**config.mk**
```make
export PLATFORM = sky130hd
export DESIGN_NAME = fetch_ctrl
export DESIGN_NICKNAME = d
export VERILOG_FILES = /design/src/rtl/fetch_ctrl_pkg.sv /design/src/rtl/fetch_ctrl_pc_xlate.sv /design/src/rtl/fetch_ctrl.sv
export SDC_FILE = /design/constraint.sdc
export NUM_CORES = 1
export LEC_CHECK = 0
export BUFFER_PORTS_ARGS = -buffer_cell sky130_fd_sc_hd__buf_2
export CAP_MARGIN = 20
export CORE_ASPECT_RATIO = 2
export CORE_MARGIN = 5
export CORE_UTILIZATION = 50
export DETAILED_ROUTE_END_ITERATION = 8
export HOLD_SLACK_MARGIN = 0.03
export PLACE_DENSITY = 0.77
export SLEW_MARGIN = 20
export SYNTH_ARGS = -nofsm -noshare
export SYNTH_HDL_FRONTEND = slang
export SYNTH_HIERARCHICAL = 1
export SYNTH_SLANG_ARGS = --single-unit
```
**constraint.sdc**
```tcl
create_clock -name clk -period 5.9 [get_ports clk]
set_clock_uncertainty 0.2 [all_clocks]
set_input_delay 0.885 -clock clk [delete_from_list [all_inputs] [get_ports clk]]
set_output_delay 0.885 -clock clk [all_outputs]
set_load 0.02 [all_outputs]
```
**src/rtl/fetch_ctrl_pkg.sv**
```systemverilog
// ---------------------------------------------------------------------------
// cpu_param -- shared parameters for the P5 fetch path.
//
// Contents:
//   PC_RESET  byte address of the first instruction (IM word 0)
//   IM_DEPTH  number of 32-bit instruction-memory words
//   IDX_W     IM word-index width, clog2(IM_DEPTH)
//   IM_BYTES  byte span of the instruction memory
//   fetch_state_e  fetch sequencer states BOOT / RUN / FAULT
// ---------------------------------------------------------------------------
package cpu_param;

    localparam logic [31:0] PC_RESET = 32'h0000_3000;
    localparam int          IM_DEPTH = 1024;
    localparam int          IDX_W    = 10;
    localparam logic [31:0] IM_BYTES = 32'(4 * IM_DEPTH);

    typedef enum logic [1:0] {
        BOOT  = 2'd0,
        RUN   = 2'd1,
        FAULT = 2'd2
    } fetch_state_e;

endpackage

```
**src/rtl/fetch_ctrl_pc_xlate.sv**
```systemverilog
// ---------------------------------------------------------------------------
// pc_xlate -- byte PC to instruction-memory word index, plus legality.
//
// Ports:
//   pc      in   32     byte address
//   im_idx  out  IDX_W  (pc - PC_RESET) >> 2, truncated
//   legal   out  1      word aligned and inside the IM window
// Purely combinational.
// ---------------------------------------------------------------------------
module pc_xlate
    import cpu_param::*;
(
    input  logic [31:0]      pc,
    output logic [IDX_W-1:0] im_idx,
    output logic             legal
);

    logic [31:0] offset;

    assign offset = pc - PC_RESET;
    assign im_idx = offset[IDX_W+1:2];

    // A pc below PC_RESET wraps to a huge unsigned offset, so a single
    // upper-bound compare covers both ends of the window.
    assign legal = (pc[1:0] == 2'b00) && (offset < IM_BYTES);

endmodule

```
**src/rtl/fetch_ctrl.sv**
```systemverilog
// ---------------------------------------------------------------------------
// fetch_ctrl -- instruction-fetch sequencer for the P5 pipeline.
//
// Owns the PC, drives the word index to the combinational-read IM and
// captures the returned word into the IF/ID register. Handles hazard
// stalls, D-stage branch/jump redirects and sticky address faults.
//
// Ports:
//   clk             in   1      rising-edge clock
//   reset           in   1      synchronous, active-low reset
//   stall           in   1      freeze PC and IF/ID
//   redirect_valid  in   1      branch/jump taken in D
//   redirect_pc     in   32     target byte address
//   im_idx          out  IDX_W  IM word index, combinational from pc
//   im_rdata        in   32     IM read data, same cycle
//   if_valid        out  1      IF/ID holds a real instruction
//   if_pc           out  32     PC of the IF/ID instruction
//   if_instr        out  32     IF/ID instruction
//   fault           out  1      sticky address fault
//   fetch_cnt       out  32     instructions captured into IF/ID
//
// Build option:
//   FETCH_DELAY_SLOT_EN  when defined, the instruction in IF at a redirect
//                        is kept as a delay slot (captured and counted);
//                        otherwise IF/ID is flushed on a redirect.
// ---------------------------------------------------------------------------
module fetch_ctrl
    import cpu_param::*;
(
    input  logic             clk,
    input  logic             reset,
    input  logic             stall,
    input  logic             redirect_valid,
    input  logic [31:0]      redirect_pc,
    output logic [IDX_W-1:0] im_idx,
    input  logic [31:0]      im_rdata,
    output logic             if_valid,
    output logic [31:0]      if_pc,
    output logic [31:0]      if_instr,
    output logic             fault,
    output logic [31:0]      fetch_cnt
);

`ifdef FETCH_DELAY_SLOT_EN
    localparam bit KEEP_SLOT = 1'b1;
`else
    localparam bit KEEP_SLOT = 1'b0;
`endif

    fetch_state_e state;
    logic [31:0]  pc;
    logic [31:0]  pc_cand;
    logic         cur_legal;
    logic         nxt_legal;

    assign pc_cand = redirect_valid ? redirect_pc : pc + 32'd4;

    pc_xlate u_cur_xlate (
        .pc     (pc),
        .im_idx (im_idx),
        .legal  (cur_legal)
    );

    // Only the legality of the candidate matters; its index is never
    // presented to the IM because an illegal candidate is not loaded.
    pc_xlate u_nxt_xlate (
        .pc     (pc_cand),
        .im_idx (),
        .legal  (nxt_legal)
    );

    // NOTE: every register here is assigned with <= so all of them sample
    // the pre-edge values of pc and state, regardless of statement order.
    always_ff @(posedge clk) begin
        // NOTE: reset is synchronous: it is only seen at a rising edge and
        // takes priority over stall and redirect on that edge.
        if (!reset) begin
            state     <= BOOT;
            pc        <= PC_RESET;
            if_valid  <= 1'b0;
            if_pc     <= '0;
            if_instr  <= '0;
            fault     <= 1'b0;
            fetch_cnt <= '0;
        end else begin
            case (state)
                BOOT: begin
                    // im_idx already points at word 0; give the IM one cycle.
                    state <= RUN;
                end

                RUN: begin
                    if (!stall) begin
                        if (!redirect_valid || KEEP_SLOT) begin
                            if_valid  <= 1'b1;
                            if_pc     <= pc;
                            if_instr  <= im_rdata;
                            fetch_cnt <= fetch_cnt + 32'd1;
                        end else begin
                            // Flush: if_pc/if_instr keep their stale contents.
                            if_valid <= 1'b0;
                        end

                        // cur_legal is always true in practice; it guards
                        // against ever indexing the IM from a bad pc.
                        if (nxt_legal && cur_legal) begin
                            pc <= pc_cand;
                        end else begin
                            state <= FAULT;
                            fault <= 1'b1;
                        end
                    end
                end

                FAULT: begin
                    if_valid <= 1'b0;
                    fault    <= 1'b1;
                end

                default: begin
                    state <= BOOT;
                end
            endcase
        end
    end

endmodule

```
==> flow_metrics.tcl <==
set metrics [dict create \
    die_height_um 169 \
    post_synth_inst_count 830 \
    worst_setup_hold_path_clk_slew_ns 0.06 \
    flow.area_growth_from_synthesis_pct 22.7 \
    report.final.hold_viol_count 0 \
    yosysWarningCount 6 \
    slowest_stage "sky130_fd_sc_hd__nor2_1" \
    critical_path_peak_fanout 20 \
    fill_cell_total_of_the_finished_layout 1189 \
    drt_iter0_markers 396 \
    first_global_vias 6020 \
    grt_most_used_layer "met2" \
    timing.setup.tns_ns 0 \
    final-setup-viol-count 0 \
    core_region_um2 12500 \
    fp.dieArea_um2 15200 \
    design.portCount 176 \
    worstPathArrival_ns 4.85 \
    postSynthAreaPerCell_um2 7.63 \
    placementRows 58 \
    max-cap-violations 0 \
    postCtsResizedCells 0 \
    final_min_period_over_clock_period_pct 79.6 \
    clock-sinks 132 \
    die_x_um 89.6 \
    finalWirelength_mm 18.5 \
    report.power.total_uw 2170 \
    cts_max_level 4 \
    design.final.nets 1029 \
    routed-via-count 6372 \
    holdBufCountCts 0 \
    layoutNonFillerInstCount 1123 \
    path_delay_family "simple AND/OR/NAND/NOR gates" \
    power_density_nw_per_um2 279 \
    detailedPlacementHpwl_mm 12.9 \
    cellLeakagePower_uw 0.00320 \
    starting_density_pct 50.8 \
    grt_antenna_before_repair 1 \
    maxSlewHeadroom_pct 43.7 \
    final_layout_worst_hold_slack_ns 0.247 \
    worst_ir_drop_vdd_mv 0.217 \
    worst_skew_pair.late_latency_ns 0.41 \
    grt_usage_pct 24.2 \
    grt_max_degree 71 \
    timing_worst_setup_path_type "reg2reg" \
    tritoncts_clock_tree "done" \
    met1_resource_use_gr_pct 25.7 \
    slew_violations 0 \
    multi_input_area_um2 3360 \
    gp_congestion 0.907 \
    hold_path_class "reg2reg" \
    critical_path.max_stage_delay_ns 0.75 \
    share_of_final_layout_standard_cells_stronger_than_drive_strength_1_pct 22.8 \
    first_pass_iters 5 \
    fin_util_pct 62.3 \
    numCtsBuffers 17 \
    startpoint_type "register" \
    drc_errors 0 \
    grt_pass1_wl_mm 29.1 \
    avgViaCountPerCell 5.67 \
    cts_root_buf "sky130_fd_sc_hd__clkbuf_16" \
    outcome "finished clean" \
    cp.buffers_inverters 0 \
    route.detailed.wl_per_inst_um 16.5 \
    number_of_buffers_on_the_longest_clock_path 2 \
    grt_util_met2_pct 42.9 \
    cts.repair_timing.setup_buffer_count 0 \
    overflow 0 \
    seqCellArea_um2 2640 \
    post-place-cells 1090 \
    critPathRequiredTime_ns 6.05 \
    rsz0062_at_grt "false" \
    buffer_ports.inserted 175 \
    timing.fmax_mhz 213 \
    worstSetupEndpointType "register" \
    tightestPinTransition_ns 0.844 \
    met3_usage_pct 3.64 \
    post_synth_instance_area_um2 6340 \
    final_period_minus_worst_setup_slack_ns 4.70 \
    ant_nets 0 \
    mappedNetlistNets 900 \
    critical_path.cell_chain "nand4_1 > nor2_1 > nand4_1 > xnor2_1 > o21ai_0 > nor4_1 > nand4_1 > nor2_1 > nand3_1 > nor2_1 > a22o_1" \
]
-- path summary, 6_finish.rpt --
check | start | endpoint | slack [ns] | depth (start not counted)
worst max-delay path | pc[14]$_SDFFE_PN0P_ | pc[20]$_SDFFE_PN0P_ | 1.20 | 11
worst min-delay path | fault$_SDFFE_PN0P_ | fault$_SDFFE_PN0P_ | 0.25 | 1
worst max register to register | pc[14]$_SDFFE_PN0P_ | pc[20]$_SDFFE_PN0P_ | 1.20 | 11
worst min register to register | fault$_SDFFE_PN0P_ | fault$_SDFFE_PN0P_ | 0.25 | 1
-- layer usage --
metal | vias up | part of all wire [%]
li1 | 3112 | -
met5 | - | 0
met1 | 2937 | 37
met4 | 0 | 5.4
met2 | 262 | 52
met3 | 61 | 5.9
-- through the flow --
step           setup slack (ns)  cell area (µm²)
2_1_floorplan              2.45             6340
3_5_place_dp               1.25             7130
3_3_place_gp               1.32             7130
6_report                   1.20             7770
5_1_grt                   0.955             7770
4_1_cts                    1.44             7760
-- placed cells by master (no fill, tap or decap), types with 4 or more instances in the layout --
cell type                     n
sky130_fd_sc_hd__bufinv_16    4
sky130_fd_sc_hd__nand2b_1     4
sky130_fd_sc_hd__dfxtp_1    132
sky130_fd_sc_hd__and3_1       8
sky130_fd_sc_hd__inv_1        6
sky130_fd_sc_hd__xor2_1      33
sky130_fd_sc_hd__nor3_1      12
sky130_fd_sc_hd__clkbuf_16   17
sky130_fd_sc_hd__and4_1       9
sky130_fd_sc_hd__mux2i_1      8
sky130_fd_sc_hd__nor2_1      58
sky130_fd_sc_hd__o21ai_0     37
sky130_fd_sc_hd__buf_4        6
sky130_fd_sc_hd__a31oi_1     11
sky130_fd_sc_hd__nand4_1     26
sky130_fd_sc_hd__a21oi_1     84
sky130_fd_sc_hd__or3_1        6
sky130_fd_sc_hd__and2_1       7
sky130_fd_sc_hd__xnor2_1     17
sky130_fd_sc_hd__nand2_1    201
sky130_fd_sc_hd__nand3_1     37
sky130_fd_sc_hd__buf_2      175
sky130_fd_sc_hd__nor4_1      10
sky130_fd_sc_hd__a22o_1       4
sky130_fd_sc_hd__clkinv_4     5
sky130_fd_sc_hd__o31ai_1      6
-- layout make-up --
| type | count | share of cell area, % |
|---|---|---|
| multi-input cells | 619 | 43.2 |
| well taps | 150 | 2.41 |
| repair buffers | 181 | 11.8 |
| clock inverters | 13 | 2.57 |
| flip-flops and latches | 132 | 34.0 |
| diodes | 1 | 0.0322 |
| clock buffers | 19 | 5.57 |
| inverters | 8 | 0.402 |
-- state kept, by name, indices dropped and copies added, names as in the netlist --
signal / count
fetch_cnt: 32
if_instr: 32
if_pc: 32
pc: 32
if_valid: 1
state: 2
fault: 1
-- report_power, final --
part | switching, µW | internal [µW] | leakage [µW]
Combinational | 83.0 | 42.1 | 0.00183
Clock | 417 | 717 | 0.000304
Sequential | 6.19 | 902 | 0.00107
No activity file was read; power rests on OpenSTA's default activity.
